## src/rtl/ysyx_22050598_wb_arbiter.sv

```systemverilog
// Merges EXU/LSU results onto the single register-file write port with round-robin
// arbitration (one registered write per cycle) and keeps a busy scoreboard for RAW/WAW issue stalls.
module ysyx_22050598_wb_arbiter (
    input  logic        clk,
    input  logic        rst,
    input  logic        exu_valid,
    output logic        exu_ready,
    input  logic [4:0]  exu_rd,
    input  logic [63:0] exu_data,
    input  logic        lsu_valid,
    output logic        lsu_ready,
    input  logic [4:0]  lsu_rd,
    input  logic [63:0] lsu_data,
    input  logic        iss_valid,
    input  logic        iss_wen,
    input  logic [4:0]  iss_rd,
    input  logic [4:0]  iss_rs1,
    input  logic [4:0]  iss_rs2,
    output logic        iss_stall,
    output logic        rf_wen,
    output logic [4:0]  rf_waddr,
    output logic [63:0] rf_wdata,
    output logic [31:0] busy_vec
);

    typedef enum logic {
        PRIO_EXU = 1'b0,
        PRIO_LSU = 1'b1
    } prio_e;

    prio_e       prio_q, prio_d;
    logic        exu_gnt, lsu_gnt;
    logic        rf_wen_q, rf_wen_d;
    logic [4:0]  rf_waddr_q, rf_waddr_d;
    logic [63:0] rf_wdata_q, rf_wdata_d;
    logic [31:0] busy_q, busy_d;
    logic        iss_fire;

    // Grants depend only on valids and prio; nothing is granted while in reset.
    always_comb begin
        exu_gnt = !rst && exu_valid && (!lsu_valid || (prio_q == PRIO_EXU));
        lsu_gnt = !rst && lsu_valid && (!exu_valid || (prio_q == PRIO_LSU));
        prio_d  = prio_q;
        if (exu_gnt) begin
            prio_d = PRIO_LSU;
        end else if (lsu_gnt) begin
            prio_d = PRIO_EXU;
        end
    end

    always_comb begin
        rf_wen_d   = 1'b0;
        rf_waddr_d = rf_waddr_q;
        rf_wdata_d = rf_wdata_q;
        if (exu_gnt) begin
            rf_wen_d   = (exu_rd != 5'd0);
            rf_waddr_d = exu_rd;
            rf_wdata_d = exu_data;
        end else if (lsu_gnt) begin
            rf_wen_d   = (lsu_rd != 5'd0);
            rf_waddr_d = lsu_rd;
            rf_wdata_d = lsu_data;
        end
    end

    // Clear happens first so that a forced same-register set on this edge wins.
    always_comb begin
        iss_stall = iss_valid && (busy_q[iss_rs1] || busy_q[iss_rs2] ||
                                  (iss_wen && busy_q[iss_rd]));
        iss_fire  = iss_valid && iss_wen && !iss_stall && (iss_rd != 5'd0);
        busy_d    = busy_q;
        if (rf_wen_q) begin
            busy_d[rf_waddr_q] = 1'b0;
        end
        if (iss_fire) begin
            busy_d[iss_rd] = 1'b1;
        end
        busy_d[0] = 1'b0;
    end

    always_ff @(posedge clk) begin
        if (rst) begin
            prio_q     <= PRIO_LSU;
            rf_wen_q   <= 1'b0;
            rf_waddr_q <= 5'd0;
            rf_wdata_q <= 64'd0;
            busy_q     <= 32'd0;
        end else begin
            prio_q     <= prio_d;
            rf_wen_q   <= rf_wen_d;
            rf_waddr_q <= rf_waddr_d;
            rf_wdata_q <= rf_wdata_d;
            busy_q     <= busy_d;
        end
    end

    // A held write is dropped immediately when reset arrives mid-operation.
    assign rf_wen    = rf_wen_q && !rst;
    assign rf_waddr  = rf_waddr_q;
    assign rf_wdata  = rf_wdata_q;
    assign busy_vec  = busy_q;
    assign exu_ready = exu_gnt;
    assign lsu_ready = lsu_gnt;

endmodule

```

## config.mk

```make
export PLATFORM = sky130hd
export DESIGN_NAME = ysyx_22050598_wb_arbiter
export DESIGN_NICKNAME = d
export VERILOG_FILES = /design/src/rtl/ysyx_22050598_wb_arbiter.sv
export SDC_FILE = /design/constraint.sdc
export NUM_CORES = 1
export LEC_CHECK = 0
export ABC_AREA = 1
export CORE_MARGIN = 2
export CORE_UTILIZATION = 40
export CTS_CLUSTER_DIAMETER = 100
export DETAILED_ROUTE_END_ITERATION = 10
export PLACE_DENSITY = 0.76
export SLEW_MARGIN = 20
export SYNTH_ARGS = -nofsm -noshare
export SYNTH_HDL_FRONTEND = slang
export SYNTH_SLANG_ARGS = --single-unit
export TNS_END_PERCENT = 10
```

## constraint.sdc

```tcl
create_clock -name clk -period 3.5 [get_ports clk]
set_input_delay 0.7 -clock clk [delete_from_list [all_inputs] [get_ports clk]]
set_output_delay 0.7 -clock clk [all_outputs]
set_load 0.01 [all_outputs]
```

==> results of run 1 <==
## cell usage in the layout (no fill, tap or decap), drive strengths merged, types with 2 or more instances in the layout
master,instances
nor3,9
dlymetal6s2s,4
o41ai,2
buf,25
dfxtp,102
o21ai,114
a31oi,15
inv,119
a21oi,85
bufinv,2
nand2,271
clkdlybuf4s50,257
clkbuf,13
nand3,100
nor2,92
## cells by family (layout without fill, tap and decap cells)
| family | Yosys count | after routing | share of synthesized area [%] |
|---|---|---|---|
| AO/OA/AOI/OAI | 219 | 219 | 20.10 |
| other | 1 | 1 | 0.06018 |
| flip-flops | 102 | 102 | 32.77 |
| buffers and inverters | 175 | 421 | 12.87 |
| AND/OR/NAND/NOR | 472 | 472 | 34.20 |
## per-stage QoR
step                      total power [mW]  instance area [um^2]  utilization [%]  hold WS (ns)  cells
after floorplan                      1.675                  6231                -        0.4644    969
after global placement               2.069                  8942            58.82        0.4871   1386
after detailed placement             2.073                  8942            58.82        0.4862   1386
after CTS                            3.190                  9275            61.01        0.5004   1402
after global routing                 3.324                  9334            61.40        0.5455   1403
final                                3.181                  9334            61.40        0.5016   1403
## worst max-delay path: cells and delay by family
kind | cells | cell delay [ns]
and+or+nand+nor | 7 | 0.59
buffers and inverters | 5 | 0.94
AOI/OAI and AO/OA | 1 | 0.14
## what timing repair did
item / in CTS / in global routing
setup buffers: 0 / 0
resized for setup: 0 / 9
hold buffers: 0 / 0
endpoints found under the setup margin: 0 / 1
## flip-flops by register name, indices dropped and copies added, names as in the netlist
register	flops
rf_wdata	64
busy_vec	31
rf_waddr	5
prio_q	1
rf_wen_q	1
## per-layer routing
metal	wire length [um]	vias to the layer above
li1	-	3580
met1	9267	3340
met2	10940	303
met3	1891	52
met4	736	0
met5	0	-
## report_power, final
part | switching (mW) | internal [mW] | total (mW)
registers | 0.0440 | 1.23 | 1.27
clock network | 0.451 | 0.669 | 1.12
logic | 0.393 | 0.394 | 0.787
total | 0.888 | 2.29 | 3.18
## layout make-up
class | instances | area [um^2]
clock inverter | 4 | 76.32
clock buffer | 12 | 256.5
tap | 188 | 235.2
multi-input combinational | 692 | 3415
inverter | 118 | 447.9
timing repair buffer | 287 | 2861
fill | 1421 | 5868
sequential | 102 | 2042
## final timing paths
kind              cells after the start         from            to
hold reg to reg                       2       prio_q        prio_q
setup / recovery                     13   iss_rs2[0]     iss_stall
hold / removal                        2       prio_q        prio_q
setup reg to reg                     12  busy_vec[6]  busy_vec[20]
==> metrics.csv, run 1 <==
metric,value,unit
start_util,40.99,%
htreeDepth,3,
clock_latency,0.35,ns
num_vias,7275,
cts_buffer_depth,2,
final.setup.worst_slack,0.4287,ns
antenna_cells,0,
ys_seq_area_share,32.77,%
critical_path_class,in2out,
required,2.80,ns
dieArea,0.01659,mm^2
synthArstFlopShare,0,%
final_antenna_net_count,0,
ys_top_cells_by_count,"nand2_1 (263), inv_1 (109), dfxtp_1 (102)",
synth.distinct_cells,31,
drt_wl_total,22.84,mm
rsz0062_at_grt,false,
dpl.hpwl,16.52,mm
fin_setup_tns,0,ns
ys_ff_latch,102,
busiest_layer,met2,
rows,45,
cts.clk_slew.worst_paths,0.07,ns
core_area,0.01520,mm^2
min_path_type,reg2reg,
drive_above_1_share,10.78,%
drv.max_cap_violation_count,0,
crit_fanout,17,
critical_path_arrival,2.37,ns
synthTopCellsByArea,"dfxtp_1 (33%), nand2_1 (16%), o21ai_0 (7.2%), inv_1 (6.6%), nand3_1 (5.4%)",
netlist.area_leader.share,32.77,%
synth_warnings,0,
ys.flop_type,dfxtp_1,
synth_edf_count,0,
cts-root-buf,clkbuf_16,
slew_headroom,48.13,%
ir_drop,0.0002699,V
synth_largest_area_cell,dfxtp_1,
worstPathCellList,"clkdlybuf4s50_1, buf_12, inv_6, nand2_1, nand3_1, nand3_1, nand3_1, nand3_2, nand2_2, nand2_4, o21ai_0, inv_1, dlymetal6s2s_1",
status,finished clean,
finalCriticalPeriod,3.071,ns
syn_inst,969,
cts_tree,built,
syn_nets,1128,
critPathCaptureType,output pin,
dr.pass1.iters,7,
wl_per_cell,16.28,um
tightest_slew,0.7780,ns
fmax,325.6,MHz
slowest_stage,clkdlybuf4s50_1,
finalHoldViolations,0,
max_stage_delay,0.44,ns
cts_buffers,9,
synth.most_common_cell,nand2_1,
viasPerCell,5.185,
reg2reg_setup_slack,1.38,ns
place.gp.congestion,0.9191,
power_density,340.8,mW/mm^2
track_usage,26.93,%
io_pins,264,
grt_start_max_net_pins,72,
nets,1369,
grt_pass1_vias,6848,
setup_viol_count_final,0,
leakagePower,3.927,nW
area_delta_synth_final,49.80,%
use_met2,45.04,%
die_h,128.8,um
met1_usage,32.68,%
overflow,0,
syn_area_per_cell,6.430,um^2
drt_iter0_markers,530,
portBuffers,262,
crit_path_frequent_cell,nand3_1,
grt.met3_usage,8.399,%
fin_crit_sh,87.75,%
clock_skew,0.008063,ns
startpoint_type,input port,
grt_pass1_wl,35.49,mm
cts.sinks,102,
antenna_found_initial,0,
die_w,128.8,um
drcViolationCount,0,
syn-cell-area,0.006231,mm^2
pre_cts_ws,0.08515,ns
final_max_slew_viol_count,0,
No activity file was read; power rests on OpenSTA's default activity.
==> run 2: changes to the inputs <==
Settings changed: CORE_UTILIZATION 40 to 47, PLACE_DENSITY 0.76 to default, PLACE_DENSITY_LB_ADDON from default to 0.3.
==> run 2 against run 1 <==
Count of clock-buffer cells in the layout decreased by 3; register-to-register slack improved by 0.06 ns; critical path depth increased by 1; fmax decreased by 9.1%; utilization increased by 9.3 points; sequential cell count unchanged; first-iteration DRC count increased by 44%; largest cell class unchanged; highest routed layer unchanged.
==> metrics.csv, run 2 (synthesis gave the netlist of run 1 again) <==
metric,value,unit
nets,1365,
viasPerCell,5.252,
critical_path_arrival,2.68,ns
min_path_type,reg2reg,
die_w,119.1,um
power_density,326.6,mW/mm^2
clock_skew,0.01013,ns
final_core_util,70.70,%
dr.pass1.iters,5,
finalCriticalPeriod,3.378,ns
cts.clk_slew.worst_paths,0.07,ns
required,2.80,ns
overflow,0,
final_max_slew_viol_count,0,
grt_start_max_net_pins,72,
start_util,47.62,%
place.gp.congestion,0.9400,
startpoint_type,input port,
setup_viol_count_final,0,
worstPathCellList,"clkdlybuf4s50_1, buf_12, inv_6, nand2_1, nand3_1, nand3_1, nand2_1, nand2_1, nand3_2, nand2_2, nand2_4, o21ai_0, inv_1, clkdlybuf4s50_1",
grt_pass1_wl,35.61,mm
dieArea,0.01419,mm^2
core_area,0.01309,mm^2
cts_buffer_depth,2,
fin_setup_tns,0,ns
rows,42,
postCtsSetupRepairBufs,0,
num-fill-cells,1090,
clock_latency,0.36,ns
leakagePower,3.881,nW
critical_path_class,in2out,
crit_fanout,17,
dpl.hpwl,16.10,mm
antenna_cells,0,
max_stage_delay,0.50,ns
area_delta_synth_final,48.47,%
wl_per_cell,16.20,um
power,3.021,mW
drv.max_cap_violation_count,0,
portBuffers,262,
antenna_found_initial,0,
cts_tree,built,
cts_buffers,9,
ir_drop,0.0002660,V
drt_wl_total,22.47,mm
cp_top_family,buffers and inverters,
crit_path_frequent_cell,nand2_1,
grt_pass1_vias,6798,
final_antenna_net_count,0,
cts.sinks,102,
status,finished clean,
reg2reg_setup_slack,1.44,ns
drive_above_1_share,10.82,%
rsz0062_at_grt,false,
layout_commonest_cell,nand2_1,
slowest_stage,clkdlybuf4s50_1,
cts-root-buf,clkbuf_16,
fmax,296.1,MHz
layout_common_cells,"nand2_1 (263), clkdlybuf4s50_1 (257), inv_1 (109)",
die_h,119.1,um
drt_iter0_markers,762,
slew_headroom,35.09,%
io_pins,264,
crit_buf_inv,5,
largest_reg_flops,64,
tightest_slew,0.9736,ns
htreeDepth,3,
critPathCaptureType,output pin,
num_vias,7285,
ctsHoldBuffers,0,
drcViolationCount,0,
track_usage,31.49,%
fin_crit_sh,96.50,%
finalHoldViolations,0,
run 2: changes by cell type in the layout (fill, tap and decap cells not counted):
cell        delta
buf_4          -4
bufinv_16      -2
clkbuf_1       -1
clkbuf_8       -2
clkinv_2       +1
clkinv_4       +2
clkinvlp_4     +1
inv_8          +1
nor2_1         -1
nor2_2         +1
nor3_1         -2
nor3_2         +2
run 2: cell type report:
class | count | area [um^2] | area share, %
multi-input combinational | 692 | 3427 | 37.04
timing repair buffer | 283 | 2831 | 30.61
sequential | 102 | 2042 | 22.07
inverter | 118 | 447.9 | 4.842
clock buffer | 9 | 225.2 | 2.434
tap | 176 | 220.2 | 2.380
clock inverter | 7 | 57.56 | 0.6221
run 2: path summary, 6_finish.rpt:
path / from / endpoint / depth (start not counted)
hold reg to reg: prio_q / prio_q / 2
hold / removal: prio_q / prio_q / 2
setup reg to reg: busy_vec[10] / busy_vec[16] / 12
setup / recovery: iss_rs2[0] / iss_stall / 14
run 2: what timing repair did:
item	4_1_cts	5_1_grt
resized for setup	0	12
endpoints found under the hold margin	0	0
setup endpoints to repair	0	1
run 2: report_power, final:
part | switching, mW | internal, mW | leakage, nW
registers | 0.0425 | 1.23 | 0.836
logic | 0.393 | 0.390 | 2.91
clock network | 0.476 | 0.491 | 0.134
run 2: per-layer routing:
metal	share of wire (%)	global-route usage (%)	wire length, um
met1	39	36.58	8661
met2	48	53.30	10890
met3	8.9	8.956	1997
met4	4.1	14.96	914
met5	0	0	0
run 2: stage by stage:
| stage | worst slack, ns | cells | hold slack [ns] | area [um^2] |
|---|---|---|---|---|
| after floorplan | 1.077 | 969 | 0.4644 | 6231 |
| after global placement | 0.08821 | 1370 | 0.4853 | 8897 |
| after detailed placement | 0.07193 | 1370 | 0.4906 | 8897 |
| after CTS | 0.05815 | 1386 | 0.5044 | 9180 |
| after global routing | 0.01152 | 1387 | 0.5432 | 9251 |
| final | 0.1223 | 1387 | 0.5014 | 9251 |
run 2: worst reg2reg max path: cells and delay by family (launching register included):
kind / cells / cell delay (ns)
AO/OA/AOI/OAI: 3 / 0.28
buffers and inverters: 2 / 0.26
flip-flops: 1 / 0.41
AND/OR/NAND/NOR: 7 / 1.05
